`src/rtl/mem_arbiter_if.sv`:
```
// Bus bundle between the two masters, the arbiter and the shared single-port SRAM.
// The slave modport is the arbiter's view; the master modport is the masters'/SRAM side.
interface mem_arbiter_if #(
    parameter int unsigned WIDTH   = 32,
    parameter int unsigned SRAM_AW = 8
);
    logic               m0_req;
    logic               m0_lock;
    logic               m0_we;
    logic [WIDTH-1:0]   m0_adr;
    logic [WIDTH-1:0]   m0_wdata;
    logic               m0_gnt;
    logic               m0_rvalid;

    logic               m1_req;
    logic               m1_lock;
    logic               m1_we;
    logic [WIDTH-1:0]   m1_adr;
    logic [WIDTH-1:0]   m1_wdata;
    logic               m1_gnt;
    logic               m1_rvalid;

    logic [WIDTH-1:0]   rdata;
    logic [1:0]         owner;

    logic               sram_cs;
    logic               sram_we;
    logic [SRAM_AW-1:0] sram_adr;
    logic [WIDTH-1:0]   sram_wdata;
    logic [WIDTH-1:0]   sram_rdata;

    modport slave (
        input  m0_req, m0_lock, m0_we, m0_adr, m0_wdata,
        output m0_gnt, m0_rvalid,
        input  m1_req, m1_lock, m1_we, m1_adr, m1_wdata,
        output m1_gnt, m1_rvalid,
        output rdata, owner,
        output sram_cs, sram_we, sram_adr, sram_wdata,
        input  sram_rdata
    );

    modport master (
        output m0_req, m0_lock, m0_we, m0_adr, m0_wdata,
        input  m0_gnt, m0_rvalid,
        output m1_req, m1_lock, m1_we, m1_adr, m1_wdata,
        input  m1_gnt, m1_rvalid,
        input  rdata, owner,
        input  sram_cs, sram_we, sram_adr, sram_wdata,
        output sram_rdata
    );
endinterface

```
`src/rtl/mem_arbiter.sv`:
```
// Two-master round-robin arbiter for a single-port SRAM, with locked bursts capped at
// MAX_BURST while the other master waits. Byte addresses are mapped to SRAM word addresses.
module mem_arbiter #(
    parameter int unsigned WIDTH     = 32,
    parameter int unsigned SRAM_AW   = 8,
    parameter int unsigned MAX_BURST = 4
) (
    input logic         clk,
    input logic         reset_,
    mem_arbiter_if.slave bus
);
    localparam int unsigned BW = $clog2(MAX_BURST + 1);
    localparam logic [BW-1:0] BurstMax  = BW'(MAX_BURST);
    localparam logic [BW-1:0] BurstLast = BW'(MAX_BURST - 1);

    typedef enum logic [1:0] {StIdle, StOwn0, StOwn1} state_e;

    state_e             state_q, state_d;
    logic               last_q, last_d;     // 0: m0 owned last, 1: m1 owned last
    logic [BW-1:0]      bcnt_q, bcnt_d;
    logic               gnt0_q, gnt1_q;
    logic               rvalid0_q, rvalid1_q;
    logic [1:0]         owner_q;
    logic [SRAM_AW-1:0] adr_hold_q;
    logic [WIDTH-1:0]   wdata_hold_q;

    logic               xfer0, xfer1;
    logic               rel;
    logic               sram_cs, sram_we;
    logic [SRAM_AW-1:0] sram_adr;
    logic [WIDTH-1:0]   sram_wdata;

    assign xfer0 = bus.m0_req & gnt0_q;
    assign xfer1 = bus.m1_req & gnt1_q;

    always_comb begin
        state_d = state_q;
        last_d  = last_q;
        bcnt_d  = bcnt_q;
        rel     = 1'b0;
        unique case (state_q)
            StIdle: begin
                if (bus.m0_req && bus.m1_req) begin
                    state_d = last_q ? StOwn0 : StOwn1;
                end else if (bus.m0_req) begin
                    state_d = StOwn0;
                end else if (bus.m1_req) begin
                    state_d = StOwn1;
                end
            end
            StOwn0: begin
                if (xfer0 && bcnt_q != BurstMax) bcnt_d = bcnt_q + 1'b1;
                // >= so a count that saturated without a competitor still yields later
                rel = ~bus.m0_req | ~bus.m0_lock | (bcnt_q >= BurstLast & xfer0 & bus.m1_req);
                if (rel) begin
                    last_d  = 1'b0;
                    state_d = bus.m1_req ? StOwn1 : (bus.m0_req ? StOwn0 : StIdle);
                end
            end
            StOwn1: begin
                if (xfer1 && bcnt_q != BurstMax) bcnt_d = bcnt_q + 1'b1;
                rel = ~bus.m1_req | ~bus.m1_lock | (bcnt_q >= BurstLast & xfer1 & bus.m0_req);
                if (rel) begin
                    last_d  = 1'b1;
                    state_d = bus.m0_req ? StOwn0 : (bus.m1_req ? StOwn1 : StIdle);
                end
            end
            default: state_d = StIdle;
        endcase
        // Every new tenure, including re-entry by the same master, starts a fresh count
        if (state_d != StIdle && (state_q == StIdle || rel)) bcnt_d = '0;
    end

    always_ff @(posedge clk or negedge reset_) begin
        if (!reset_) begin
            state_q   <= StIdle;
            last_q    <= 1'b1;
            bcnt_q    <= '0;
            gnt0_q    <= 1'b0;
            gnt1_q    <= 1'b0;
            owner_q   <= 2'b00;
            rvalid0_q <= 1'b0;
            rvalid1_q <= 1'b0;
        end else begin
            state_q   <= state_d;
            last_q    <= last_d;
            bcnt_q    <= bcnt_d;
            gnt0_q    <= (state_d == StOwn0);
            gnt1_q    <= (state_d == StOwn1);
            owner_q   <= {state_d == StOwn1, state_d == StOwn0};
            rvalid0_q <= xfer0 & ~bus.m0_we;
            rvalid1_q <= xfer1 & ~bus.m1_we;
        end
    end

    always_comb begin
        sram_cs    = 1'b0;
        sram_we    = 1'b0;
        sram_adr   = adr_hold_q;
        sram_wdata = wdata_hold_q;
        if (gnt0_q) begin
            sram_cs    = bus.m0_req;
            sram_we    = bus.m0_req & bus.m0_we;
            sram_adr   = bus.m0_adr[SRAM_AW+1:2];
            sram_wdata = bus.m0_wdata;
        end else if (gnt1_q) begin
            sram_cs    = bus.m1_req;
            sram_we    = bus.m1_req & bus.m1_we;
            sram_adr   = bus.m1_adr[SRAM_AW+1:2];
            sram_wdata = bus.m1_wdata;
        end
    end

    // Keeps the SRAM address/data lines quiet while idle
    always_ff @(posedge clk or negedge reset_) begin
        if (!reset_) begin
            adr_hold_q   <= '0;
            wdata_hold_q <= '0;
        end else if (gnt0_q || gnt1_q) begin
            adr_hold_q   <= sram_adr;
            wdata_hold_q <= sram_wdata;
        end
    end

    assign bus.m0_gnt     = gnt0_q;
    assign bus.m1_gnt     = gnt1_q;
    assign bus.m0_rvalid  = rvalid0_q;
    assign bus.m1_rvalid  = rvalid1_q;
    assign bus.owner      = owner_q;
    assign bus.rdata      = bus.sram_rdata;
    assign bus.sram_cs    = sram_cs;
    assign bus.sram_we    = sram_we;
    assign bus.sram_adr   = sram_adr;
    assign bus.sram_wdata = sram_wdata;

    // Byte-lane and upper address bits play no part in a word access
    logic unused_adr;
    assign unused_adr = ^{bus.m0_adr[1:0], bus.m0_adr[WIDTH-1:SRAM_AW+2],
                          bus.m1_adr[1:0], bus.m1_adr[WIDTH-1:SRAM_AW+2]};
endmodule

```
`src/flat_wrapper.sv`:
```
// flat-port wrapper written by rule: the top's interface ports become plain ports
module mem_arbiter_flat 
#(
    parameter int unsigned WIDTH     = 32,
    parameter int unsigned SRAM_AW   = 8,
    parameter int unsigned MAX_BURST = 4
)
  (clk, reset_, bus_m0_req, bus_m0_lock, bus_m0_we, bus_m0_adr, bus_m0_wdata, bus_m0_gnt, bus_m0_rvalid, bus_m1_req, bus_m1_lock, bus_m1_we, bus_m1_adr, bus_m1_wdata, bus_m1_gnt, bus_m1_rvalid, bus_rdata, bus_owner, bus_sram_cs, bus_sram_we, bus_sram_adr, bus_sram_wdata, bus_sram_rdata);
  mem_arbiter_if #(.WIDTH(WIDTH), .SRAM_AW(SRAM_AW)) bus_i ();
  input logic clk;
  input logic reset_;
  input wire logic [$bits(bus_i.m0_req)-1:0] bus_m0_req;
  input wire logic [$bits(bus_i.m0_lock)-1:0] bus_m0_lock;
  input wire logic [$bits(bus_i.m0_we)-1:0] bus_m0_we;
  input wire logic [$bits(bus_i.m0_adr)-1:0] bus_m0_adr;
  input wire logic [$bits(bus_i.m0_wdata)-1:0] bus_m0_wdata;
  output wire logic [$bits(bus_i.m0_gnt)-1:0] bus_m0_gnt;
  output wire logic [$bits(bus_i.m0_rvalid)-1:0] bus_m0_rvalid;
  input wire logic [$bits(bus_i.m1_req)-1:0] bus_m1_req;
  input wire logic [$bits(bus_i.m1_lock)-1:0] bus_m1_lock;
  input wire logic [$bits(bus_i.m1_we)-1:0] bus_m1_we;
  input wire logic [$bits(bus_i.m1_adr)-1:0] bus_m1_adr;
  input wire logic [$bits(bus_i.m1_wdata)-1:0] bus_m1_wdata;
  output wire logic [$bits(bus_i.m1_gnt)-1:0] bus_m1_gnt;
  output wire logic [$bits(bus_i.m1_rvalid)-1:0] bus_m1_rvalid;
  output wire logic [$bits(bus_i.rdata)-1:0] bus_rdata;
  output wire logic [$bits(bus_i.owner)-1:0] bus_owner;
  output wire logic [$bits(bus_i.sram_cs)-1:0] bus_sram_cs;
  output wire logic [$bits(bus_i.sram_we)-1:0] bus_sram_we;
  output wire logic [$bits(bus_i.sram_adr)-1:0] bus_sram_adr;
  output wire logic [$bits(bus_i.sram_wdata)-1:0] bus_sram_wdata;
  input wire logic [$bits(bus_i.sram_rdata)-1:0] bus_sram_rdata;
  assign bus_i.m0_req = bus_m0_req;
  assign bus_i.m0_lock = bus_m0_lock;
  assign bus_i.m0_we = bus_m0_we;
  assign bus_i.m0_adr = bus_m0_adr;
  assign bus_i.m0_wdata = bus_m0_wdata;
  assign bus_m0_gnt = bus_i.m0_gnt;
  assign bus_m0_rvalid = bus_i.m0_rvalid;
  assign bus_i.m1_req = bus_m1_req;
  assign bus_i.m1_lock = bus_m1_lock;
  assign bus_i.m1_we = bus_m1_we;
  assign bus_i.m1_adr = bus_m1_adr;
  assign bus_i.m1_wdata = bus_m1_wdata;
  assign bus_m1_gnt = bus_i.m1_gnt;
  assign bus_m1_rvalid = bus_i.m1_rvalid;
  assign bus_rdata = bus_i.rdata;
  assign bus_owner = bus_i.owner;
  assign bus_sram_cs = bus_i.sram_cs;
  assign bus_sram_we = bus_i.sram_we;
  assign bus_sram_adr = bus_i.sram_adr;
  assign bus_sram_wdata = bus_i.sram_wdata;
  assign bus_i.sram_rdata = bus_sram_rdata;
  mem_arbiter #(.WIDTH(WIDTH), .SRAM_AW(SRAM_AW), .MAX_BURST(MAX_BURST)) u_core (.clk(clk), .reset_(reset_), .bus(bus_i));
endmodule
```
`config.mk`:
```
export PLATFORM = sky130hd
export DESIGN_NAME = mem_arbiter_flat
export DESIGN_NICKNAME = d
export VERILOG_FILES = /design/src/rtl/mem_arbiter_if.sv /design/src/rtl/mem_arbiter.sv /design/src/flat_wrapper.sv
export SDC_FILE = /design/constraint.sdc
export NUM_CORES = 1
export LEC_CHECK = 0
export CELL_PAD_IN_SITES_DETAIL_PLACEMENT = 1
export CELL_PAD_IN_SITES_GLOBAL_PLACEMENT = 1
export CORE_ASPECT_RATIO = 0.6
export CORE_MARGIN = 10
export CORE_UTILIZATION = 23
export CTS_CLUSTER_SIZE = 20
export DETAILED_ROUTE_END_ITERATION = 10
export PLACE_DENSITY = 0.88
export SETUP_SLACK_MARGIN = 0.3
export SLEW_MARGIN = 20
export SYNTH_ARGS = -nofsm -noshare
export SYNTH_HDL_FRONTEND = slang
export SYNTH_SLANG_ARGS = --single-unit
```
`constraint.sdc`:
```
create_clock -name clk -period 2.5 [get_ports clk]
set_clock_uncertainty 0.15 [all_clocks]
set_input_delay 0.5 -clock clk [delete_from_list [all_inputs] [get_ports clk]]
set_output_delay 0.5 -clock clk [all_outputs]
set_load 0.05 [all_outputs]
```
Yosys cells after proc, flatten, opt, wreduce, memory -nomap -nowiden
Cells that the tools add are included.

Output and inout bits: 80. Register bits after elaboration: 52. Logic and storage cells: 80. Bits of input ports: 168.

Reductions and logical operators: 12. Add/sub/neg operators: 1. Multiplexer cells: 27. Bitwise operators: 20. $lt $le $gt $ge: 1. Equality and inequality tests: 9.

Operators by type and width (number): $mux 32 (2); $mux 2 (9); $mux 8 (2); $and 1x1->1 (10); $mux 3 (3); $mux 1 (7); $ne 3x1->1 const B (2); $not 1->1 (6); $pmux 2 s3 (1); $pmux 3 s2 (1); $reduce_and 3->1 (2); $eq 2x1->1 const B (2); $eq 2x2->1 const B (2); $logic_and 1x1->1 (4); $ne 2x1->1 const B (2); $or 1x1->1 (4); $pmux 1 s2 (2); $reduce_bool 2->1 (2); $add 3x1->3 const B (1); $ge 3x2->1 const B (1); $ne 3x3->1 const B (1); $reduce_bool 3->1 (1); $logic_not 2->1 (1); $logic_or 1x1->1 (2).

Depth between registers and ports, before layout
Depth after elaboration: 10. Depth in mapped cells: 8. Depth with buffers taken out: 7.

Worst setup path before layout
Ideal clock, no wire load.

Path type: flip-flop to output port. Start: reg u_core.gnt1_q (netlist: u_core.bus.m1_gnt). End: out bus_sram_adr[0]. Buffers on the path: 2. Path slack: -737 ps. Arrival: 2587 ps. Required time: 1850 ps. Stages on the path, launching flop included: 5. Cell sequence: dfrtp_1 > buf_2 > buf_1 > mux2i_1 > o21ai_0.

Longest elaborated chain between the ends: 2.

Ends and longest elaborated chain: start: declaration (line mem_arbiter.sv:21) `logic gnt0_q, gnt1_q;`; start signal: assignment (line mem_arbiter.sv:89) `gnt1_q <= (state_d == StOwn1);`; $mux 8 (line mem_arbiter.sv:106) `end else if (gnt1_q) begin`; $mux 8 (line mem_arbiter.sv:101) `if (gnt0_q) begin`; end: declaration (line flat_wrapper.sv:30) `output wire logic [$bits(bus_i.sram_adr)-1:0] bus_sram_adr;`.

Every way passes these cells.

Worst setup path after layout
Start: reg u_core.gnt1_q (netlist: u_core.bus.m1_gnt). End: out bus_sram_wdata[10].

Longest elaborated chain between the ends: 2.

Ends and longest elaborated chain: $mux 32 (line mem_arbiter.sv:106); $mux 32 (line mem_arbiter.sv:101); end: declaration (line flat_wrapper.sv:31) `output wire logic [$bits(bus_i.sram_wdata)-1:0] bus_sram_wdata;`.

Every way passes these cells.

==> results.yml <==
status:
  status: "finished clean"
detailed_routing:
  wl_per_cell_microns: 20.0
  via_per_inst: 4.74
  drc: 0
  drt_iter0_markers: 118
  totalWireLength_mm: 12.4
  vias: 2933
  postRouteAntennaNets: 0
  first_pass_iters: 4
die:
  start_util: 0.238
  core_sq_um: 13000
  die_x_microns: 170
  die_y_microns: 110
  row_count: 32
  ios: 248
  die_area_sq_um: 18600
timing:
  timing.final.crit_share: 0.908
  slew_violations: 0
  setup_viol: 0
  timing.final.ws_setup_ps: 231
  fin_setup_tns_ps: 0
  finalHoldViolCount: 0
  min_period_ps: 2270
  fmaxAchievable_mhz: 441
  slew_headroom: 0.571
  rsz0062_at_grt: "yes"
  max_slew.worst_pin.slew_ps: 644
logic_synthesis:
  synthTopCellsByArea: "dfrtp_1 40%, mux2i_1 14%, o21ai_0 14%"
  synth.net_count: 511
  synth_top_area_share: 0.397
  syn_inst: 336
  synth_cell_types: 40
  synth_edf_count: 0
  async_flop_share: 1.00
  ys_ff_latch: 50
  seq_area_frac_synth: 0.405
  synth_top_area_cell: "dfrtp_1"
  synth_common_cells: "84 x o21ai_0, 49 x dfrtp_1, 45 x nand2_1"
  synth_ff_type: "dfrtp_1"
  synth.avg_cell_area_sq_um: 9.20
  synth_most_common_cell: "o21ai_0"
  yosys_warnings: 0
  synth_area_sq_um: 3090
setup_path:
  start_kind: "register"
  regToRegSetupSlack_ps: 280
  path_class: "register to primary output"
  cp-end-kind: "primary output"
  required_ps: 1850
  cp.arrival_ps: 1620
  worst-path-max-fanout: 13
grt:
  track_usage: 0.123
  grt_antenna_before_repair: 1
  grt_max_degree: 44
  grt_pass1_wl_mm: 18.4
  met1_usage: 0.144
  busiest_layer: "met2"
  grt_util_met2: 0.205
  grt_pass1_vias: 3323
  overflow: 0
  met3_usage: 0.0573
clocking:
  cts_num_sinks: 50
  cts_tree: "built"
  clk_pin_slew_worst_paths_ps: 70
  cts-root-buf: "clkbuf_16"
  cts_buffers: 5
  ctsHoldBuffers: 0
  clk_path_buf_depth: 2
  htreeDepth: 2
  clk_latency_ps: 290
power:
  power.leakage_nw: 2.31
  power.density_nw_per_um2: 1560
  max-vdd-ir-drop_mv: 0.575
layout:
  fin_nets: 622
  stdcell_area_sq_um: 5980
  drive_above_1_share: 0.397
  stdcell_count: 619
  area_delta_synth_final_pct: 93.6
placement:
  dp_hpwl_mm: 9.16
  dpl.cell_count: 597
  gp_congestion: 0.843
  dpl_cell_area_sq_um: 5370
  port_buffers: 135
  dp_slack_ps: 31.9
worst_hold_path:
  hold_class: "input port to async pin"
run:
  maxCapViolations: 0
==> metal layers <==
metal / part of all wire / vias to the layer above
met5: 0 / -
met4: 0.0030 / 0
met3: 0.087 / 5
met2: 0.48 / 103
met1: 0.43 / 1463
li1: - / 1362
==> flip-flops by register name, indices dropped and copies added, names as in the netlist, 2 cells and up <==
signal and flops:
u_core.adr_hold_q 8, u_core.bcnt_q 3, u_core.wdata_hold_q 32, u_core.state_q 2
==> critical path, cell delays in order (launching register included) <==
cell	delay [ps]
dfrtp_2	440
buf_12	140
clkbuf_16	200
mux2i_2	310
o21ai_4	90
buf_12	150
==> metrics by stage <==
| step | total power, mW | hold WS (ps) | utilization |
|---|---|---|---|
| after detailed placement | 7.95 | 424 | 0.413 |
| after global routing | 9.84 | 119 | 0.460 |
| after floorplan | 5.24 | 54.4 | - |
| final | 9.36 | 72.9 | 0.460 |
| after CTS | 9.06 | 101 | 0.440 |
| after global placement | 7.71 | 394 | 0.413 |
==> worst paths after layout <==
path                       depth (start not counted)                                  end                                 from
setup / recovery                                   5                   bus_sram_wdata[10]          u_core.bus.m1_gnt$_DFF_PN0_
min in group clk                                   2  u_core.wdata_hold_q[26]$_DFFE_PN0P_  u_core.wdata_hold_q[26]$_DFFE_PN0P_
setup reg to reg                                   7         u_core.bcnt_q[2]$_DFFE_PN0P_         u_core.bcnt_q[0]$_DFFE_PN0P_
max in group asynchronous                          2            u_core.last_q$_DFFE_PN1P_                               reset_
hold / removal                                     1  u_core.wdata_hold_q[23]$_DFFE_PN0P_                               reset_
hold reg to reg                                    2  u_core.wdata_hold_q[26]$_DFFE_PN0P_  u_core.wdata_hold_q[26]$_DFFE_PN0P_
==> cell type report <==
cell class                 count  area [sq um]
antenna                        1          2.50
clock buffer                   6           129
clock inverter                 2          37.5
fill                        1345          7030
inverter                       9          33.8
multi-input combinational    221          2140
sequential                    50          1260
tap                          170           213
timing repair buffer         160          2170
==> cells by family (layout without fill, tap and decap cells) <==
logic type	Yosys count	in the layout	synth area share
adders and majority gates	7	7	0.0283
AOI/OAI and AO/OA	100	100	0.185
and+or+nand+nor	70	70	0.110
muxes	43	43	0.140
other	0	1	0
DFF	50	50	0.405
buffers and inverters	65	177	0.129
xor gates and xnor gates	1	1	0.00283
==> placed cells by master (no fill, tap or decap), types with 2 or more instances in the layout <==
cell type	Yosys	layout
ha_2	0	2
buf_4	34	14
and2b_1	2	2
o21ai_0	84	41
ha_4	0	2
ha_1	7	3
dfrtp_1	49	46
mux2i_4	0	6
mux2i_2	0	28
mux2i_1	42	8
a21oi_1	2	2
nand3_1	5	5
nor2_1	7	7
o21ai_4	0	41
inv_1	9	8
buf_16	0	3
nand2_1	45	45
nand4_1	2	2
clkdlybuf4s50_1	0	86
clkbuf_16	0	8
buf_12	0	50
a221oi_2	2	3
dfrtp_2	0	2
==> where the power goes <==
part | internal [mW] | switching, mW
combinational | 3.33 | 3.79
clock | 0.474 | 0.323
sequential | 1.21 | 0.238
==> what timing repair did <==
action                     CTS  global route
cloned                       0             3
resized for setup           35            30
setup endpoints to repair   48            48
pin swaps                    6             5
buffers inserted             6             4
Note: power is estimated with default switching activity, not from simulation.
